<file path="src/rtl/flopr_pkg.sv">
// Shared constants and parameter-legality helper for the flopr register family.
package flopr_pkg;

   localparam int FLOPR_DEFAULT_WIDTH = 32;
   localparam int FLOPR_MAX_WIDTH     = 1024;
   localparam int FLOPR_MAX_STAGES    = 16;

   // True when the width/depth combination can be built.
   function automatic logic flopr_params_ok(input int width, input int stages);
      logic ok;
      ok = 1'b1;
      if ((width < 1) || (width > FLOPR_MAX_WIDTH)) begin
         ok = 1'b0;
      end else if ((stages < 1) || (stages > FLOPR_MAX_STAGES)) begin
         ok = 1'b0;
      end else begin
         ok = 1'b1;
      end
      return ok;
   endfunction

endpackage

</file>
<file path="src/rtl/flopr_chk.sv">
// Simulation-only property checks for flopr: reset value and inter-edge stability.
module flopr_chk #(
   parameter int               WIDTH       = 32,
   parameter logic [WIDTH-1:0] RESET_VALUE = {WIDTH{1'b0}}
) (
   input logic             clk,
   input logic             reset,
   input logic [WIDTH-1:0] q
);

   logic [WIDTH-1:0] q_mid_r;
   logic             mid_valid_r;

   // Mid-cycle sample of q, plus the reset-value check while reset is held low.
   always @(negedge clk) begin
      q_mid_r     <= q;
      mid_valid_r <= (reset === 1'b1);
      if (reset === 1'b0) begin
         assert (q === RESET_VALUE)
            else $error("flopr_chk: q=%h differs from reset value %h while reset low", q, RESET_VALUE);
      end
   end

   // Just before the stages update, q must still hold its mid-cycle value.
   always @(posedge clk) begin
      if (mid_valid_r && (reset === 1'b1)) begin
         assert (q === q_mid_r)
            else $error("flopr_chk: q moved between edges (%h -> %h)", q_mid_r, q);
      end
   end

endmodule

</file>
<file path="src/rtl/flopr_stage.sv">
// Single WIDTH-bit register with asynchronous active-low reset to RESET_VALUE.
module flopr_stage
   import flopr_pkg::*;
#(
   parameter int               WIDTH       = FLOPR_DEFAULT_WIDTH,
   parameter logic [WIDTH-1:0] RESET_VALUE = {WIDTH{1'b0}}
) (
   input  logic             clk,
   input  logic             reset,
   input  logic [WIDTH-1:0] d,
   output logic [WIDTH-1:0] q
);

   logic [WIDTH-1:0] data_r;

   // Capture d on every rising edge; reset low forces RESET_VALUE without a clock.
   always_ff @(posedge clk or negedge reset) begin
      if (!reset) begin
         data_r <= RESET_VALUE;
      end else begin
         data_r <= d;
      end
   end

   assign q = data_r;

endmodule

</file>
<file path="src/rtl/flopr.sv">
// Parameterized resettable D register; STAGES back-to-back copies form a delay line.
module flopr
   import flopr_pkg::*;
#(
   parameter int               WIDTH       = FLOPR_DEFAULT_WIDTH,
   parameter logic [WIDTH-1:0] RESET_VALUE = {WIDTH{1'b0}},
   parameter int               STAGES      = 1
) (
   input  logic             clk,
   input  logic             reset,
   input  logic [WIDTH-1:0] d,
   output logic [WIDTH-1:0] q
);

   // Refuse to elaborate an unbuildable width/depth.
   if (!flopr_params_ok(WIDTH, STAGES)) begin : g_bad_params
      $error("flopr: illegal parameters WIDTH=%0d STAGES=%0d", WIDTH, STAGES);
   end

   // chain_s[0] is the input word, chain_s[k+1] is the output of stage k.
   logic [WIDTH-1:0] chain_s [0:STAGES];

   assign chain_s[0] = d;

   for (genvar k = 0; k < STAGES; k++) begin : g_stage
      flopr_stage #(
         .WIDTH       (WIDTH),
         .RESET_VALUE (RESET_VALUE)
      ) u_stage (
         .clk   (clk),
         .reset (reset),
         .d     (chain_s[k]),
         .q     (chain_s[k+1])
      );
   end

   // q comes straight from the last stage, never from d.
   assign q = chain_s[STAGES];

`ifndef SYNTHESIS
   flopr_chk #(
      .WIDTH       (WIDTH),
      .RESET_VALUE (RESET_VALUE)
   ) u_chk (
      .clk   (clk),
      .reset (reset),
      .q     (q)
   );
`endif

endmodule

</file>
<file path="config.mk">
export PLATFORM = sky130hd
export DESIGN_NAME = flopr
export DESIGN_NICKNAME = d
export VERILOG_FILES = /design/src/rtl/flopr_pkg.sv /design/src/rtl/flopr_chk.sv /design/src/rtl/flopr_stage.sv /design/src/rtl/flopr.sv
export SDC_FILE = /design/constraint.sdc
export NUM_CORES = 1
export LEC_CHECK = 0
export CAP_MARGIN = 25
export CORE_ASPECT_RATIO = 1.5
export CORE_UTILIZATION = 33
export DETAILED_ROUTE_END_ITERATION = 10
export GPL_TIMING_DRIVEN = 0
export HOLD_SLACK_MARGIN = 0.03
export PLACE_DENSITY = 0.82
export SETUP_SLACK_MARGIN = 0.02
export SKIP_CTS_REPAIR_TIMING = 1
export SYNTH_ARGS = -nofsm -noshare
export SYNTH_HDL_FRONTEND = slang
export SYNTH_SLANG_ARGS = --single-unit
export TNS_END_PERCENT = 20
</file>
<file path="constraint.sdc">
create_clock -name clk -period 0.8 [get_ports clk]
set_input_delay 0.16 -clock clk [delete_from_list [all_inputs] [get_ports clk]]
set_output_delay 0.16 -clock clk [all_outputs]
set_load 0.01 [all_outputs]
</file>
After elaboration in Yosys (flattened, before gate mapping)
Index checks and enable logic that the tools add are counted.
{"block": "totals", "register_bits": 32, "input_bits": 34, "output_inout_bits": 32}

Logic depth before layout (Yosys ltp)
Gate-level depths: netlist (run 1).
{"block": "depth", "word_depth": 0, "depth_mapped": 0, "ltp_nobuf": 0}

Worst setup path before layout (run 1)
No wires, ideal clock.
{"block": "synth_timing", "path_type": "reg2out", "start": "register g_stage[0].u_stage.data_r[0]", "end": "output port q[0]", "arrival_ps": 376, "required_time_ps": 640, "path_slack_ps": 264, "path_stages_with_launch": 1, "path_buffers": 0, "cell_sequence": "dfrtp_1"}
{"item": "start, declared", "line_no": "flopr_stage.sv:14", "source": "logic [WIDTH-1:0] data_r;"}
{"item": "start signal, assigned", "line_no": "flopr_stage.sv:19", "source": "data_r <= RESET_VALUE;"}
{"item": "start signal, assigned", "line_no": "flopr_stage.sv:21", "source": "data_r <= d;"}
{"item": "end, declared", "line_no": "flopr.sv:12", "source": "output logic [WIDTH-1:0] q"}
No word-level cell between the ends.

Final worst setup path (run 1)
{"block": "layout_timing", "start": "register g_stage[0].u_stage.data_r[9]", "end": "output port q[9]"}
No word-level cell between the ends.

==> results of run 1 <==
-- layer usage --
layer | GRT usage (%) | vias up | share of wire (%)
li1 | - | 242 | -
met1 | 13.9 | 256 | 32
met2 | 23.3 | 48 | 51
met3 | 10.2 | 4 | 15
met4 | 10.5 | 0 | 1.7
met5 | 0 | - | 0
-- cell usage in the layout, fill, tap and decap left out --
cell                               n
sky130_fd_sc_hd__dfrtp_1          32
sky130_fd_sc_hd__clkdlybuf4s50_1  32
sky130_fd_sc_hd__clkbuf_2         30
sky130_fd_sc_hd__clkbuf_4          5
sky130_fd_sc_hd__buf_2             2
sky130_fd_sc_hd__clkinv_2          1
sky130_fd_sc_hd__clkbuf_1          1
sky130_fd_sc_hd__dlymetal6s2s_1    1
sky130_fd_sc_hd__buf_16            1
-- final cells by class --
cell class            instances  area [sq um]
sequential                   32           801
fill                        198           863
clock inverter                1          5.00
timing repair buffer         66           520
tap                          23          28.8
clock buffer                  6          41.3
-- where the power goes --
group / leakage, nW / internal (mW) / switching (mW)
clock network: 0.0281 / 0.323 / 0.481
registers: 0.373 / 1.70 / 0.0214
logic: 0.283 / 0.206 / 0.127
-- cells by family after synthesis --
logic type | after synthesis | share of synthesized area (%)
DFF | 32 | 100
-- path summary, 6_finish.rpt --
kind | from | endpoint | slack (ns) | depth (start not counted)
max in group asynchronous | reset | g_stage[0].u_stage.q[23] | 0.37 | 2
min in group clk | d[20] | g_stage[0].u_stage.q[20] | 0.27 | 1
setup / recovery | g_stage[0].u_stage.q[9] | q[9] | -0.18 | 1
hold / removal | reset | g_stage[0].u_stage.q[0] | -0.11 | 1
==> flow_summary.ini, run 1 <==
[run_status]
violations = negative hold slack, negative setup slack
status = finished, violations left

[timing]
max_slew_margin_pct = 49.5
setup_viol = 32
timing.final.max_slew_violations = 0
final.period_utilization_pct = 123
achievable-frequency_ghz = 1.02
fin_hold_ws_ns = -0.108
setup_tns_ns = -5.37
worst_slack_ns = -0.182
max_slew.worst_pin.slew_ns = 0.757
final_hold_violating_endpoints = 15
rsz0062_at_grt = yes
min_period_ns = 0.982

[placed_design]
placedCellCount = 121
finalWeightedCongestion = 0.653
io_buffers = 65
dp_worst_setup_slack_ns = -0.403
dpl-instance-area_sq_um = 1510

[logic_synthesis]
synth-main-ff-cell = sky130_fd_sc_hd__dfrtp_1
synth.ff_latch_count = 32
synth_edf_count = 0
ffs_w_async_s_r_synth_pct = 100
synth-warning-count = 0
netlist.top_cell.by_area = sky130_fd_sc_hd__dfrtp_1
synth_area_leaders = sky130_fd_sc_hd__dfrtp_1
synthMostInstantiatedCell = sky130_fd_sc_hd__dfrtp_1
synthesis.nets = 66
synth_area_per_cell_sq_um = 25.0
seq_area_frac_synth_pct = 100
syn-cell-area_sq_um = 801
synth_top_area_share_pct = 100
synth.cells.most_frequent = sky130_fd_sc_hd__dfrtp_1
synth_cells = 32
synth.lib_cells_used.distinct = 1

[final_layout]
areaGrowthSynthToFinish_pct = 74.4
number_of_nets_in_the_layout = 139
num_antenna_cells = 0
layout.comb_gates.multi_input = 0
postLayoutCellArea_sq_um = 1400
layout_cells_sized_above_1_pct = 37.1
max_reg_flops = 32
final-instance-count-excl-fill = 128
fin_util_pct = 61.8
multi_input_gate_area_sq_um = 0

[route]
first_iter_violations = 5
total_number_of_vias = 550
detail_route.first_pass.iterations = 2
remaining_drc_errors = 0
finalWirelength_mm = 1.73
post_drt_wl_per_cell_um = 13.5
routed_via_density = 4.30
route.antenna.remaining_nets = 0

[worst_setup_path]
worst-path-max-fanout = 1
cp_delay_by_family_top = flip-flops
setup.worst_path.end_class = output pin
path_class = reg2out
cp.arrival_ns = 0.82
critical_path.max_stage_delay_ns = 0.38
setup.worst_path.start_class = flip-flop
critical_path_required_ns = 0.64
slowest_stage = sky130_fd_sc_hd__dfrtp_1
path_buf_inv = 1
worst_path_cell_chain = clkbuf_2

[grt]
grt_pass1_vias = 603
grt-ovfl-total = 0
grt_util_all_layers_pct = 15.2
grt_antenna_before_repair = 0
grt_first_pass_wirelength_mm = 2.74
largest_net_degree_at_the_start_of_global_routing = 18

[floorplan]
core_area_sq_um = 2260
num_rows = 21
fp.dieArea_sq_um = 2630
chipHeight_um = 62.3
dieWidth_um = 42.2
io_pins = 66
floorplan.initialDensity_pct = 35.4

[cts]
cts.clk_slew.worst_paths_ns = 0.09
cts.sink_count = 32
cts-htree-levels = 2
tritoncts.num_buffers = 5
buffer_cell_driving_the_clock_tree_root = sky130_fd_sc_hd__clkbuf_4
maximum_clock_insertion_buffer_count = 2
cts_tree = yes

[min_path]
worstHoldPathType = in2async

[power_and_ir_drop]
max-vdd-ir-drop_mv = 1.09
leakage_dissipation_nw = 0.684
p_total_mw = 2.86
power_density_nw_per_um2 = 2050

[flow_run]
max_cap_violation_count = 0
(Power assumes the default switching activity.)
==> run 2, diff against run 1 <==
--- a/config.mk
+++ b/config.mk
@@ -10,7 +10,6 @@
 export CORE_UTILIZATION = 33
 export DETAILED_ROUTE_END_ITERATION = 10
 export GPL_TIMING_DRIVEN = 0
-export HOLD_SLACK_MARGIN = 0.03
 export PLACE_DENSITY = 0.82
 export SETUP_SLACK_MARGIN = 0.02
 export SKIP_CTS_REPAIR_TIMING = 1
==> results of run 2 <==
Final layout, timing and power as in run 1 (identical DEF).
==> run 3, diff against run 2 <==
--- a/config.mk
+++ b/config.mk
@@ -9,6 +9,7 @@
 export CORE_ASPECT_RATIO = 1.5
 export CORE_UTILIZATION = 33
 export DETAILED_ROUTE_END_ITERATION = 10
+export GPL_ROUTABILITY_DRIVEN = 0
 export GPL_TIMING_DRIVEN = 0
 export PLACE_DENSITY = 0.82
 export SETUP_SLACK_MARGIN = 0.02
==> results of run 3 <==
Final layout, timing and power as in run 1 (identical DEF).
